--- src/rtl/morse_symbol_sequencer_if.sv ---
// Handshake/data bundle between the Morse sequencer, the 16:1 symbol mux and the output driver.
// master = sequencer side, slave = surrounding logic (mux, message select, LED/buzzer driver).
interface morse_symbol_sequencer_if;
  logic       start;
  logic [2:0] symbol;
  logic [3:0] sel;
  logic       morse_out;
  logic       busy;
  logic       done;

  modport master (
    input  start,
    input  symbol,
    output sel,
    output morse_out,
    output busy,
    output done
  );

  modport slave (
    output start,
    output symbol,
    input  sel,
    input  morse_out,
    input  busy,
    input  done
  );
endinterface

--- src/rtl/morse_symbol_sequencer.sv ---
// Walks up to 16 symbol slots through the external mux and keys DOT/DASH/gap timing on morse_out.
// Optional MORSE_REPEAT_EN: replays the message after a 7-unit word gap while start stays high.
module morse_symbol_sequencer #(
  parameter int unsigned UNIT_CYCLES = 5000000,
  parameter int unsigned SLOTS       = 16
) (
  input logic                      clk,
  input logic                      rst,
  morse_symbol_sequencer_if.master bus
);

  localparam int unsigned CW = (UNIT_CYCLES > 1) ? $clog2(UNIT_CYCLES) : 1;
  localparam logic [CW-1:0] CycMax  = CW'(UNIT_CYCLES - 1);
  localparam logic [3:0]    LastSel = 4'(SLOTS - 1);

  localparam logic [2:0] StIdle   = 3'd0;
  localparam logic [2:0] StFetch  = 3'd1;
  localparam logic [2:0] StKey    = 3'd2;
  localparam logic [2:0] StSpace  = 3'd3;
  localparam logic [2:0] StFinish = 3'd4;
`ifdef MORSE_REPEAT_EN
  localparam logic [2:0] StGap    = 3'd5;
`endif

  localparam logic [2:0] SymDot       = 3'b001;
  localparam logic [2:0] SymDash      = 3'b010;
  localparam logic [2:0] SymLetterGap = 3'b011;
  localparam logic [2:0] SymWordGap   = 3'b100;

  logic [2:0]    r_state, w_state_d;
  logic [3:0]    r_sel, w_sel_d;
  logic          r_out, w_out_d;
  logic          r_busy, w_busy_d;
  logic          r_done, w_done_d;
  logic [CW-1:0] r_cyc, w_cyc_d;
  logic [2:0]    r_units, w_units_d;
  logic          w_tick;
  logic          w_last;

  assign w_tick = (r_cyc == CycMax);
  // r_units counts remaining units; the element ends on the wrap of its final unit
  assign w_last = w_tick && (r_units == 3'd1);

  always_comb begin
    w_state_d = r_state;
    w_sel_d   = r_sel;
    w_out_d   = r_out;
    w_busy_d  = r_busy;
    w_done_d  = 1'b0;
    w_cyc_d   = r_cyc;
    w_units_d = r_units;

    case (r_state)
      StIdle: begin
        if (bus.start) begin
          w_state_d = StFetch;
          w_sel_d   = 4'd0;
          w_busy_d  = 1'b1;
        end
      end

      StFetch: begin
        w_cyc_d = '0;
        unique case (bus.symbol)
          SymDot: begin
            w_state_d = StKey;
            w_units_d = 3'd1;
            w_out_d   = 1'b1;
          end
          SymDash: begin
            w_state_d = StKey;
            w_units_d = 3'd3;
            w_out_d   = 1'b1;
          end
          SymLetterGap: begin
            w_state_d = StSpace;
            w_units_d = 3'd2;
          end
          SymWordGap: begin
            w_state_d = StSpace;
            w_units_d = 3'd6;
          end
          default: begin
            w_state_d = StFinish;
            w_done_d  = 1'b1;
          end
        endcase
      end

      StKey: begin
        w_cyc_d = w_tick ? '0 : r_cyc + CW'(1);
        if (w_last) begin
          w_state_d = StSpace;
          w_units_d = 3'd1;
          w_out_d   = 1'b0;
        end else if (w_tick) begin
          w_units_d = r_units - 3'd1;
        end
      end

      StSpace: begin
        w_cyc_d = w_tick ? '0 : r_cyc + CW'(1);
        if (w_last) begin
          if (r_sel == LastSel) begin
            w_state_d = StFinish;
            w_done_d  = 1'b1;
          end else begin
            w_state_d = StFetch;
            w_sel_d   = r_sel + 4'd1;
          end
        end else if (w_tick) begin
          w_units_d = r_units - 3'd1;
        end
      end

      StFinish: begin
`ifdef MORSE_REPEAT_EN
        if (bus.start) begin
          w_state_d = StGap;
          w_units_d = 3'd7;
          w_sel_d   = 4'd0;
          w_cyc_d   = '0;
        end else begin
          w_state_d = StIdle;
          w_busy_d  = 1'b0;
          w_sel_d   = 4'd0;
        end
`else
        w_state_d = StIdle;
        w_busy_d  = 1'b0;
        w_sel_d   = 4'd0;
`endif
      end

`ifdef MORSE_REPEAT_EN
      StGap: begin
        w_cyc_d = w_tick ? '0 : r_cyc + CW'(1);
        if (w_last) begin
          w_state_d = StFetch;
        end else if (w_tick) begin
          w_units_d = r_units - 3'd1;
        end
      end
`endif

      default: begin
        w_state_d = StIdle;
        w_sel_d   = 4'd0;
        w_out_d   = 1'b0;
        w_busy_d  = 1'b0;
        w_cyc_d   = '0;
        w_units_d = 3'd0;
      end
    endcase
  end

  always_ff @(posedge clk or posedge rst) begin
    if (rst) begin
      r_state <= StIdle;
      r_sel   <= 4'd0;
      r_out   <= 1'b0;
      r_busy  <= 1'b0;
      r_done  <= 1'b0;
      r_cyc   <= '0;
      r_units <= 3'd0;
    end else begin
      r_state <= w_state_d;
      r_sel   <= w_sel_d;
      r_out   <= w_out_d;
      r_busy  <= w_busy_d;
      r_done  <= w_done_d;
      r_cyc   <= w_cyc_d;
      r_units <= w_units_d;
    end
  end

  assign bus.sel       = r_sel;
  assign bus.morse_out = r_out;
  assign bus.busy      = r_busy;
  assign bus.done      = r_done;

endmodule
--- src/flat_wrapper.sv ---
// flat-port wrapper written by rule: the top's interface ports become plain ports
module morse_symbol_sequencer_flat 
#(
  parameter int unsigned UNIT_CYCLES = 5000000,
  parameter int unsigned SLOTS       = 16
)
  (clk, rst, bus_start, bus_symbol, bus_sel, bus_morse_out, bus_busy, bus_done);
  morse_symbol_sequencer_if bus_i ();
  input logic clk;
  input logic rst;
  input wire logic [$bits(bus_i.start)-1:0] bus_start;
  input wire logic [$bits(bus_i.symbol)-1:0] bus_symbol;
  output wire logic [$bits(bus_i.sel)-1:0] bus_sel;
  output wire logic [$bits(bus_i.morse_out)-1:0] bus_morse_out;
  output wire logic [$bits(bus_i.busy)-1:0] bus_busy;
  output wire logic [$bits(bus_i.done)-1:0] bus_done;
  assign bus_i.start = bus_start;
  assign bus_i.symbol = bus_symbol;
  assign bus_sel = bus_i.sel;
  assign bus_morse_out = bus_i.morse_out;
  assign bus_busy = bus_i.busy;
  assign bus_done = bus_i.done;
  morse_symbol_sequencer #(.UNIT_CYCLES(UNIT_CYCLES), .SLOTS(SLOTS)) u_core (.clk(clk), .rst(rst), .bus(bus_i));
endmodule
--- config.mk ---
export PLATFORM = sky130hd
export DESIGN_NAME = morse_symbol_sequencer_flat
export DESIGN_NICKNAME = d
export VERILOG_FILES = /design/src/rtl/morse_symbol_sequencer_if.sv /design/src/rtl/morse_symbol_sequencer.sv /design/src/flat_wrapper.sv
export SDC_FILE = /design/constraint.sdc
export NUM_CORES = 1
export LEC_CHECK = 0
export BUFFER_PORTS_ARGS = -buffer_cell sky130_fd_sc_hd__buf_2
export CAP_MARGIN = 20
export CORE_ASPECT_RATIO = 1.2
export CORE_UTILIZATION = 60
export DETAILED_ROUTE_END_ITERATION = 6
export PLACE_DENSITY = 0.75
export SLEW_MARGIN = 25
export SYNTH_ARGS = -nofsm -noshare
export SYNTH_HDL_FRONTEND = slang
export SYNTH_SLANG_ARGS = --single-unit
--- constraint.sdc ---
create_clock -name clk -period 4.3 [get_ports clk]
set_input_delay 0.43 -clock clk [delete_from_list [all_inputs] [get_ports clk]]
set_output_delay 0.43 -clock clk [all_outputs]
set_load 0.05 [all_outputs]
==> impl_results.md <==
* Post-layout minimum cycle time at 2.428 ns
* Depth of the most critical reg-to-reg path at 5
* Maximum achievable frequency at 411.9 MHz
* Post-route setup TNS at 0 ns
* Number of buffers added by the clock tree synthesis step at 5
* Setup crit start: u_core.r_state[1]$_DFFE_PP0P_
* Kind of capture point of the worst setup path: flop
* Die X-Extent at 56.66 um
* Initial Util at 0.6388
* TritonCTS clock tree: done
* Timing endpoint of the critical path: u_core.bus.sel[3]$_DFFE_PP0P_
* Number of global-route vias before repair at 1813
* Static Leakage at 1.019 nW
* Proportion of layout cells with a drive suffix above 1 at 0.1564
* Initial detailed-routing violation count at between 80 and 90
* RD Place Congestion at 0.8580
* Hold violation total from the final report at 0
* Initial antenna violation count at 0
* Crit path DAT at ~2.6 ns
* Register clock-pin slew on the reported worst setup and hold paths at 0.07 ns
* Slew headroom at 0.3550
* Number of ports placed on the die boundary at 13
* Placement-stage worst setup slack at 1.928 ns
* Placeable core region at 0.003367 mm^2
* Height of the die at 67.59 um
* Mapped Cells at roughly 230
* Vias after detailed routing at 1814
* Biggest area contributors in the synthesized netlist: dfrtp_1 (42%), nand3_1 (5.1%), nor2_1 (4.9%), xor2_1 (4.9%), nand4_1 (3.2%)
* Number of nets at the end of the flow at 253
* Total of endpoints with negative setup slack in the final report at 0
* Final wirelength at around 4.7 mm
* Number of distinct library cells after synthesis at 52
* Post-synth EDFFs at 0
* First-pass DRT Iterations at 4
* Worst-case setup margin in the final layout at around 1.9 ns
* Portion of synthesized cell area occupied by the leading cell type at 0.4188
* Largest area contributor in the synthesized netlist: dfrtp_1
* Sequential cell area fraction in the yosys report at 0.4188
* PwrDens at 455.7 mW/mm^2
* Final global-route overflow total at 0
* Slack of the worst reg-to-reg path at 1.87 ns
* Library cell with the highest instance count after synthesis: dfrtp_1
* Max Cap Viol at 0
* Pin slew with the least headroom to its limit at 0.9639 ns
* Post_cts resized at 0
* Post-Route Skew at 0.005763 ns
* Post-CTS setup buffer count at 0
* Reg2Reg Launch Point: u_core.r_state[1]$_DFFE_PP0P_
* CP max FO at 14
* Global-route wire length before repair at 7.962 mm
* #FFs+latches synth at 36
* Setup repair after global routing missed its margin: no
* Category of the most critical setup path: flop to flop
* HPWL Detailed at 3.378 mm
* Die area at 0.003829 mm^2
* Longest Clk Path Bufs at 2
* Post-CTS Hold Buffers at 0
* Drt drc at 0
* Synthesized area at 0.002151 mm^2
* Total Routing Usage GR at 0.2742
* Layout overhead on the synthesized area at 6.806%
* Maximum number of pins on one net before global-route repair at 37
* CP startpoint kind: flop
* Outcome: finished, final reports clean
* Number of antenna cells inserted at 0
* Count of input and output buffers at 12
* Clock latency of the later-clocked register in the worst-skew pair at between 0.2 and 0.3 ns
* Row Count at 23
* Predominant post-synthesis flop cell: dfrtp_1
* Slew Limit Fails at 0
* Filler instances at 276
* Critical path required time at 4.52 ns
* Proportion of synthesized flip-flops having asynchronous set or reset at 1.000
* Clk root buf: clkbuf_8
* Vias/cell at 6.479
* Synth Area per Inst at 9.231 um^2
* Worst flop-to-flop path endpoint: u_core.bus.sel[3]$_DFFE_PP0P_
* Post-synth top cells: dfrtp_1 (36), nor2_1 (28), nand3_1 (22), a21oi_1 (13), nand2_1 (13)
* Average wire length per cell after detail routing at 16.85 um
* Total clock sinks at 36
* Synthesized netlist net count at 243
* Post-route clock period utilization at 0.5646
* Hold Path Class: primary input to asynchronous set/reset pin
* # H-tree levels at 2
* Synth warnings at 0
* Remaining number of nets flagged by the antenna check after routing at 0
* Worst voltage drop across the vdd grid at a little over 400 uV
stage by stage:
| step | total power [mW] | cell area, um^2 | hold WS (ns) | std cells | util |
|---|---|---|---|---|---|
| after global placement | 0.7692 | 2201 | 0.4706 | 273 | 0.6537 |
| after floorplan | 0.7164 | 2151 | 0.4653 | 233 | - |
| after global routing | 1.107 | 2297 | 0.2926 | 280 | 0.6823 |
| after CTS | 1.049 | 2297 | 0.2660 | 280 | 0.6823 |
| final | 1.047 | 2297 | 0.2481 | 280 | 0.6823 |
| after detailed placement | 0.7881 | 2201 | 0.4898 | 273 | 0.6537 |
how the worst min path moves through the flow:
stage                                      from                            end  slack, ns  cells after the start
finish                                      rst  u_core.r_state[0]$_DFFE_PP0P_       0.25                      3
global route                                rst  u_core.r_state[0]$_DFFE_PP0P_       0.29                      3
CTS                                         rst  u_core.r_state[0]$_DFFE_PP0P_       0.27                      3
detailed placement  u_core.bus.busy$_DFFE_PP0P_    u_core.bus.busy$_DFFE_PP0P_       0.49                      2
global placement    u_core.bus.busy$_DFFE_PP0P_    u_core.bus.busy$_DFFE_PP0P_       0.47                      2
floorplan           u_core.r_cyc[7]$_DFFE_PP0N_    u_core.r_cyc[7]$_DFFE_PP0N_       0.47                      1
where the power goes:
| group | total [mW] | switching [mW] | internal [mW] |
|---|---|---|---|
| Combinational | 0.324 | 0.202 | 0.122 |
| Sequential | 0.465 | 0.0782 | 0.387 |
| Clock | 0.259 | 0.116 | 0.143 |
| Total | 1.05 | 0.396 | 0.651 |
kinds of logic after synthesis:
family                   count (synthesis)  share of synthesized area
XOR/XNOR                                14                    0.05701
adder cells (fa/ha/maj)                  4                    0.02327
flip-flops                              36                     0.4188
multiplexers                             3                    0.01454
buffers and inverters                   18                    0.04363
AND/OR/NAND/NOR                        109                     0.2798
AO/OA/AOI/OAI                           49                     0.1629
worst max-delay path, stage by stage (launching register included):
cell and delay (ns):
dfrtp_1 0.53, nor2_1 0.80, a21o_2 0.31, o2111ai_4 0.18
or3_1 0.38, a21oi_1 0.14
state kept, by name, indices dropped and copies added, names as in the netlist:
name and flops:
u_core.bus.busy 1, u_core.r_state 3, u_core.r_cyc 23, u_core.bus.done 1, u_core.r_units 3, u_core.bus.morse_out 1, u_core.bus.sel 4
area by class of cell:
cell class	instances	area (um^2)	area share
Inverter	8	30.03	0.01307
Sequential cell	36	900.9	0.3922
Tap cell	37	46.29	0.02015
Timing Repair Buffer	13	67.56	0.02941
Multi-Input combinational cell	179	1156	0.5033
Clock buffer	7	96.34	0.04194
layout by cell type (no fill, tap or decap), types with 4 or more instances in the layout:
cell type,count
dfrtp_1,36
xor2_1,12
inv_1,8
a21oi_1,13
ha_1,4
nor3_1,6
nand2_1,13
buf_2,12
o21ai_0,10
nand4_1,11
nor2_1,28
clkbuf_8,7
a22o_1,4
nand3_1,22
layer usage:
metal / GRT usage / up-vias / routed length (um)
li1: - / 867 / -
met1: 0.2985 / 888 / 1889
met2: 0.5147 / 50 / 2532
met3: 0.04789 / 9 / 192
met4: 0.1341 / 0 / 104
met5: 0 / - / 0
Power figures use the tool's default switching activity.
